**src/rtl/tone_playback_ctrl_pkg.sv**
```systemverilog
// Shared definitions for the TinyTone melody playback path: note codes,
// controller states and melody-entry field helpers.
package tone_playback_ctrl_pkg;

    localparam logic [5:0] REST_CODE = 6'd0;
    localparam logic [5:0] END_CODE  = 6'd63;

    typedef enum logic [2:0] {
        ST_IDLE  = 3'd0,
        ST_FETCH = 3'd1,
        ST_NOTE  = 3'd2,
        ST_GAP   = 3'd3,
        ST_PAUSE = 3'd4
    } state_e;

    function automatic logic [5:0] entry_note(input logic [7:0] entry);
        return entry[5:0];
    endfunction

    function automatic logic [1:0] entry_len(input logic [7:0] entry);
        return entry[7:6];
    endfunction

endpackage

```
**src/rtl/tone_playback_ctrl_duration_counter.sv**
```systemverilog
// Loadable down counter timing one melody note, with zero and
// compare-against-threshold flags used for the articulation gap.
module tone_duration_counter
    import tone_playback_ctrl_pkg::*;
#(
    parameter int unsigned W = 26
) (
    input  logic         clk,
    input  logic         rst_n,
    input  logic         clr_i,
    input  logic         load_i,
    input  logic         en_i,
    input  logic [W-1:0] load_val_i,
    input  logic [W-1:0] cmp_val_i,
    output logic         zero_o,
    output logic         cmp_le_o,
    output logic         cmp_ge_o
);

    logic [W-1:0] cnt_q, cnt_d;

    always_comb begin
        cnt_d = cnt_q;
        if (clr_i) begin
            cnt_d = '0;
        end else if (load_i) begin
            cnt_d = load_val_i;
        end else if (en_i && (cnt_q != '0)) begin
            cnt_d = cnt_q - W'(1);
        end
    end

    always_ff @(posedge clk or negedge rst_n) begin
        if (!rst_n) begin
            cnt_q <= '0;
        end else begin
            cnt_q <= cnt_d;
        end
    end

    assign zero_o   = (cnt_q == '0);
    assign cmp_le_o = (cnt_q <= cmp_val_i);
    assign cmp_ge_o = (cnt_q >= cmp_val_i);

endmodule

```
**src/rtl/tone_playback_ctrl.sv**
```systemverilog
// Melody playback controller: walks the melody ROM, times each note from the
// selected tempo, and drives note index plus PWM gate with pause/stop/loop control.
module tone_playback_ctrl
    import tone_playback_ctrl_pkg::*;
#(
    parameter int unsigned        AW         = 6,
    parameter int unsigned        BEAT_BW    = 24,
    parameter logic [BEAT_BW-1:0] BEAT_SLOW  = 24'd4800000,
    parameter logic [BEAT_BW-1:0] BEAT_MED   = 24'd2400000,
    parameter logic [BEAT_BW-1:0] BEAT_FAST  = 24'd1200000,
    parameter logic [BEAT_BW-1:0] GAP_CYCLES = 24'd240000
) (
    input  logic          clk,
    input  logic          rst_n,
    input  logic          start_i,
    input  logic          stop_i,
    input  logic          pause_i,
    input  logic          loop_en_i,
    input  logic [1:0]    tempo_sel_i,
    input  logic [7:0]    melody_data_i,
    output logic [AW-1:0] melody_addr_o,
    output logic [5:0]    note_index_o,
    output logic          gate_o,
    output logic          busy_o,
    output logic          done_o
);

    localparam int unsigned   CW        = BEAT_BW + 2;
    localparam logic [AW-1:0] LAST_ADDR = '1;
    localparam logic [CW-1:0] GAP_W     = CW'(GAP_CYCLES);

    state_e        state_q, state_d;
    state_e        saved_q, saved_d;
    logic [AW-1:0] addr_q, addr_d;
    logic [5:0]    note_q, note_d;
    logic          gate_q, gate_d;
    logic          done_q, done_d;

    logic [BEAT_BW-1:0] beat;
    logic [CW-1:0]      beat_x1, beat_x2, scaled, load_val;
    logic               cnt_clr, cnt_load, cnt_en;
    logic               cnt_zero, cnt_le_gap, cnt_ge_gap;
    logic [5:0]         fetch_note;

    assign fetch_note = entry_note(melody_data_i);

    always_comb begin
        unique case (tempo_sel_i)
            2'd1:    beat = BEAT_MED;
            2'd2:    beat = BEAT_FAST;
            default: beat = BEAT_SLOW;
        endcase
    end

    // (len+1) beats built from shifts and one add, keeping multipliers out of the path
    assign beat_x1 = {2'b00, beat};
    assign beat_x2 = {1'b0, beat, 1'b0};

    always_comb begin
        unique case (entry_len(melody_data_i))
            2'd0:    scaled = beat_x1;
            2'd1:    scaled = beat_x2;
            2'd2:    scaled = beat_x2 + beat_x1;
            default: scaled = {beat, 2'b00};
        endcase
    end

    assign load_val = scaled - CW'(1);

    tone_duration_counter #(
        .W (CW)
    ) u_dur_cnt (
        .clk        (clk),
        .rst_n      (rst_n),
        .clr_i      (cnt_clr),
        .load_i     (cnt_load),
        .en_i       (cnt_en),
        .load_val_i (load_val),
        .cmp_val_i  (GAP_W),
        .zero_o     (cnt_zero),
        .cmp_le_o   (cnt_le_gap),
        .cmp_ge_o   (cnt_ge_gap)
    );

    always_comb begin
        state_d  = state_q;
        saved_d  = saved_q;
        addr_d   = addr_q;
        note_d   = note_q;
        gate_d   = gate_q;
        done_d   = 1'b0;
        cnt_clr  = 1'b0;
        cnt_load = 1'b0;
        cnt_en   = 1'b0;

        if (stop_i) begin
            state_d = ST_IDLE;
            addr_d  = '0;
            note_d  = '0;
            gate_d  = 1'b0;
            cnt_clr = 1'b1;
        end else if (state_q == ST_IDLE) begin
            if (start_i) begin
                state_d = ST_FETCH;
                addr_d  = '0;
            end
        end else if (pause_i) begin
            if (state_q != ST_PAUSE) begin
                saved_d = state_q;
            end
            state_d = ST_PAUSE;
            gate_d  = 1'b0;
        end else if (start_i) begin
            state_d = ST_FETCH;
            addr_d  = '0;
            gate_d  = 1'b0;
        end else begin
            unique case (state_q)
                ST_FETCH: begin
                    if (fetch_note == END_CODE) begin
                        // A lone end marker at address 0 must still terminate when looping
                        if (loop_en_i && (addr_q != '0)) begin
                            addr_d = '0;
                        end else begin
                            state_d = ST_IDLE;
                            done_d  = 1'b1;
                        end
                    end else begin
                        note_d   = fetch_note;
                        cnt_load = 1'b1;
                        gate_d   = (fetch_note != REST_CODE) && (load_val >= GAP_W);
                        state_d  = ST_NOTE;
                    end
                end
                ST_NOTE, ST_GAP: begin
                    if (cnt_zero) begin
                        gate_d = 1'b0;
                        if (addr_q == LAST_ADDR) begin
                            if (loop_en_i) begin
                                addr_d  = '0;
                                state_d = ST_FETCH;
                            end else begin
                                state_d = ST_IDLE;
                                done_d  = 1'b1;
                            end
                        end else begin
                            addr_d  = addr_q + AW'(1);
                            state_d = ST_FETCH;
                        end
                    end else begin
                        cnt_en = 1'b1;
                        if ((state_q == ST_NOTE) && cnt_le_gap) begin
                            state_d = ST_GAP;
                            gate_d  = 1'b0;
                        end
                    end
                end
                ST_PAUSE: begin
                    state_d = saved_q;
                    gate_d  = (saved_q == ST_NOTE) && (note_q != REST_CODE) && cnt_ge_gap;
                end
                default: begin
                    state_d = ST_IDLE;
                end
            endcase
        end
    end

    always_ff @(posedge clk or negedge rst_n) begin
        if (!rst_n) begin
            state_q <= ST_IDLE;
            saved_q <= ST_IDLE;
            addr_q  <= '0;
            note_q  <= '0;
            gate_q  <= 1'b0;
            done_q  <= 1'b0;
        end else begin
            state_q <= state_d;
            saved_q <= saved_d;
            addr_q  <= addr_d;
            note_q  <= note_d;
            gate_q  <= gate_d;
            done_q  <= done_d;
        end
    end

    assign melody_addr_o = addr_q;
    assign note_index_o  = note_q;
    assign gate_o        = gate_q;
    assign busy_o        = (state_q != ST_IDLE);
    assign done_o        = done_q;

endmodule
```
**config.mk**
```make
export PLATFORM = sky130hd
export DESIGN_NAME = tone_playback_ctrl
export DESIGN_NICKNAME = d
export VERILOG_FILES = /design/src/rtl/tone_playback_ctrl_pkg.sv /design/src/rtl/tone_playback_ctrl_duration_counter.sv /design/src/rtl/tone_playback_ctrl.sv
export SDC_FILE = /design/constraint.sdc
export NUM_CORES = 1
export LEC_CHECK = 0
export BUFFER_PORTS_ARGS = -buffer_cell sky130_fd_sc_hd__buf_2
export CORE_MARGIN = 5
export CORE_UTILIZATION = 30
export CTS_CLUSTER_DIAMETER = 100
export DETAILED_ROUTE_END_ITERATION = 8
export PLACE_DENSITY_LB_ADDON = 0.12
export SLEW_MARGIN = 20
export SYNTH_ARGS = -nofsm -noshare
export SYNTH_HDL_FRONTEND = slang
export SYNTH_SLANG_ARGS = --single-unit
```
**constraint.sdc**
```tcl
create_clock -name clk -period 2.6 [get_ports clk]
set_input_delay 0.52 -clock clk [delete_from_list [all_inputs] [get_ports clk]]
set_output_delay 0.52 -clock clk [all_outputs]
set_load 0.05 [all_outputs]
```
==> results.md <==
* Final Hold Viols at 0
* Crit-path slowest cell: or4_4
* Asr flop ratio synth at 100%
* Syn_nets at roughly 420
* CP required at between 2 and 3 ns
* Worst Skew at 0.00873 ns
* WL final at 10000 um
* Worst r2r src: u_dur_cnt.cnt_q[21]
* Syn avg cell area at between 8 and 9 um^2
* Routability cong. at 0.863
* Synth Flop Type: dfrtp_1
* Synth warnings at 0
* GRT Resource Usage Total at 16.0%
* Crit Path Max Fanout at 3
* IO Port Bufs at 30
* Rows at 38
* Antenna diode count at 0
* Crit path from: u_dur_cnt.cnt_q[21]
* Synth-to-Final Area Change at 20.6%
* Worst-Margin Slew at 0.778 ns
* Final Max Slew Viols at 0
* R2r endpoint: melody_addr_o[3]
* Netlist Area Pre-Place at 0.00326 mm^2
* Nets at 481
* HPWL Detailed at slightly below 8000 um
* Worst path cell trace: or4_4 -> or3_4 -> o31ai_4 -> buf_6 -> nand4_4 -> or4_1 -> o211ai_1
* CTS tree: yes
* Clock root buffer: clkbuf_8
* Count of final setup violators at 0
* Register area share after synthesis at 35.3%
* Die area at between 0.01 and 0.015 mm^2
* Worst Path Buf+Inv at 1
* Num ports at 31
* Die Y at 114 um
* Clock sinks at 46
* Average wire per standard cell at 16.8 um
* F_max at around 0.39 GHz
* Initial DRC count at 217
* Grt ovf at 0
* Final core utilization at 36.6%
* CTS buffer count at 5
* Worst R2R Setup Slack at 0.06 ns
* Leakage power at 1.75 nW
* Reg clk slew, reported paths at 0.09 ns
* Starting Density at 30.4%
* Non-filler instance count after layout at 598
* RSZ-0062 raised after global routing: true
* Hold/Removal Path Class: primary input to async pin
* Hold-fix buffers at CTS at 0
* Setup TNS Final at 0 ns
* Max_slew headroom at just under 50%
* Initial antenna violation count at 0
* Final Cycle Share at 97.5%
* Clk buf depth at 2
* Crit path depth at 7
* Vias at 3260
* Filler cells at 1161
* Yosys reg bits at 46
* Vias/cell at 5.45
* CP top delay family: simple AND/OR/NAND/NOR gates
* Placed Instances at 585
* Mapped Cells at 399
* Core Area at roughly 0.011 mm^2
* WP data arrival at roughly 2.8 ns
* Die W at 114 um
* Element type at the critical path end: flop
* Critical path type: flop to flop
* Share of post-route cells with drive strength above 1 at between 20 and 25%
* Status: completed
* Tmin final at 2.54 ns
* Post-DRT Antenna Nets at 0
* R2R cell count at 7
* Netlist cell types at 62
* First-pass DRT Iterations at 5
* H-tree depth at 2
* Peak VDD IR at 277 uV
* Post-synth EDFFs at 0
* Power per cell area at 613 mW/mm^2
* First-pass GRT wire length at ~17000 um
* Clk_lat worst skew at between 0.3 and 0.4 ns
* Crit start category: flop
* Max Cap Viol at 0
* Vias in the first global route at 3165
* Largest net degree at the start of global routing at 32
* Slowest cell delay on critical path at roughly 0.54 ns
* Setup crit end: melody_addr_o[3]
* DRC viols at 0
-- cell families (layout without fill, tap and decap cells) --
family / Yosys count / in the layout / synth area share [%]
and+or+nand+nor: 155 / 155 / 24.1
AOI/OAI and AO/OA: 139 / 139 / 28.5
DFF: 46 / 46 / 35.3
muxes: 4 / 4 / 2.07
adders and majority gates: 8 / 8 / 3.07
buffers and inverters: 38 / 97 / 4.53
xor gates and xnor gates: 9 / 9 / 2.42
-- cell type report --
cell class	count	area, um^2	area share, %
well taps	140	175	4.45
flip-flops and latches	46	1150	29.3
clock buffers	7	86.3	2.19
repair buffers	72	473	12.0
multi-input cells	315	1980	50.3
inverters	17	63.8	1.62
clock inverters	1	5.00	0.127
-- worst reg2reg max path, delay by kind of cell, from the launching register on --
family          cells  cell delay (ns)
compound gates      2             0.36
buf+inv             1             0.15
simple gates        4             1.56
flops               1             0.39
-- metrics by stage --
stage | cell area (um^2) | setup slack (ns) | power, mW | hold slack (ns)
finish | 3930 | 0.0648 | 2.41 | 0.273
floorplan | 3270 | 0.0326 | 1.57 | 0.224
detailed placement | 3780 | 0.0391 | 1.92 | 0.503
global placement | 3780 | 0.0771 | 1.92 | 0.498
global route | 3930 | -0.0274 | 2.59 | 0.326
CTS | 3870 | 0.0231 | 2.41 | 0.301
-- sequential cells by signal, indices dropped and copies added, names as in the netlist --
signal and flops:
done_o 1, gate_o 1, melody_addr_o 6, note_index_o 6, saved_q 3, state_q 3, u_dur_cnt.cnt_q 26
-- metal layers --
metal	vias up	routed length, um	track usage [%]
li1	1612	-	-
met1	1548	4770	22.9
met2	89	4630	25.1
met3	11	499	2.43
met4	0	145	4.43
met5	-	0	0
-- synthesized netlist by cell type, types with 6 or more instances --
| master | number | area share, % |
|---|---|---|
| xor2_1 | 6 | 1.6 |
| a21oi_1 | 39 | 6.0 |
| clkbuf_1 | 16 | 1.8 |
| nor3_1 | 17 | 2.6 |
| nor2_1 | 38 | 4.4 |
| a211oi_1 | 9 | 2.1 |
| inv_1 | 17 | 2.0 |
| ha_1 | 8 | 3.1 |
| a31oi_1 | 7 | 1.3 |
| nand3_1 | 12 | 1.8 |
| dfrtp_1 | 46 | 35 |
| o21ai_0 | 35 | 5.4 |
| a22o_1 | 7 | 1.9 |
| nor4_1 | 6 | 1.2 |
| nand4_1 | 6 | 1.2 |
| nand2_1 | 39 | 4.5 |
| or3_1 | 10 | 1.9 |
-- how the worst min path moves through the flow --
stage                                     end  cells past startpoint                start  slack (ns)
final                        melody_addr_o[2]                      1                rst_n        0.27
after global routing         melody_addr_o[5]                      1                rst_n        0.33
after CTS                    melody_addr_o[2]                      1                rst_n        0.30
after detailed placement           saved_q[0]                      2           saved_q[0]        0.50
after global placement    u_dur_cnt.cnt_q[20]                      2  u_dur_cnt.cnt_q[20]        0.50
after floorplan                        done_o                      0                rst_n        0.22
-- timing repair --
action | CTS | global route
setup endpoints to repair | 0 | 15
gates resized for setup | 0 | 6
buffers inserted | 0 | 5
-- report_power, final --
part	internal [mW]	switching [mW]
Sequential	0.801	0.119
Combinational	0.426	0.597
Clock	0.215	0.252
Total	1.44	0.968
-- cells in the final DEF, fill, tap and decap left out, types with 2 or more instances in the layout --
cell type	instances
o22ai_1	2
dfrtp_1	46
a211oi_1	9
or4_1	2
buf_4	40
clkbuf_8	6
mux4_2	2
xor2_1	6
nor4_1	6
or2_2	4
or3_1	10
nand4_1	6
and2_1	2
buf_6	2
a2bb2oi_1	2
o211ai_1	4
nand2_1	38
inv_1	17
xnor2_1	3
a2111oi_0	2
mux2_2	2
a31oi_1	7
nor2_1	38
ha_1	8
a22o_1	7
o31a_1	3
nand3_1	12
o21a_1	2
buf_2	30
o311ai_0	2
nand2b_1	5
a21o_1	3
o21ai_0	35
o21ba_2	2
o41ai_1	2
o22a_1	2
nor3_1	16
a21oi_1	39
o31ai_1	3
No activity file was read; power rests on OpenSTA's default activity.
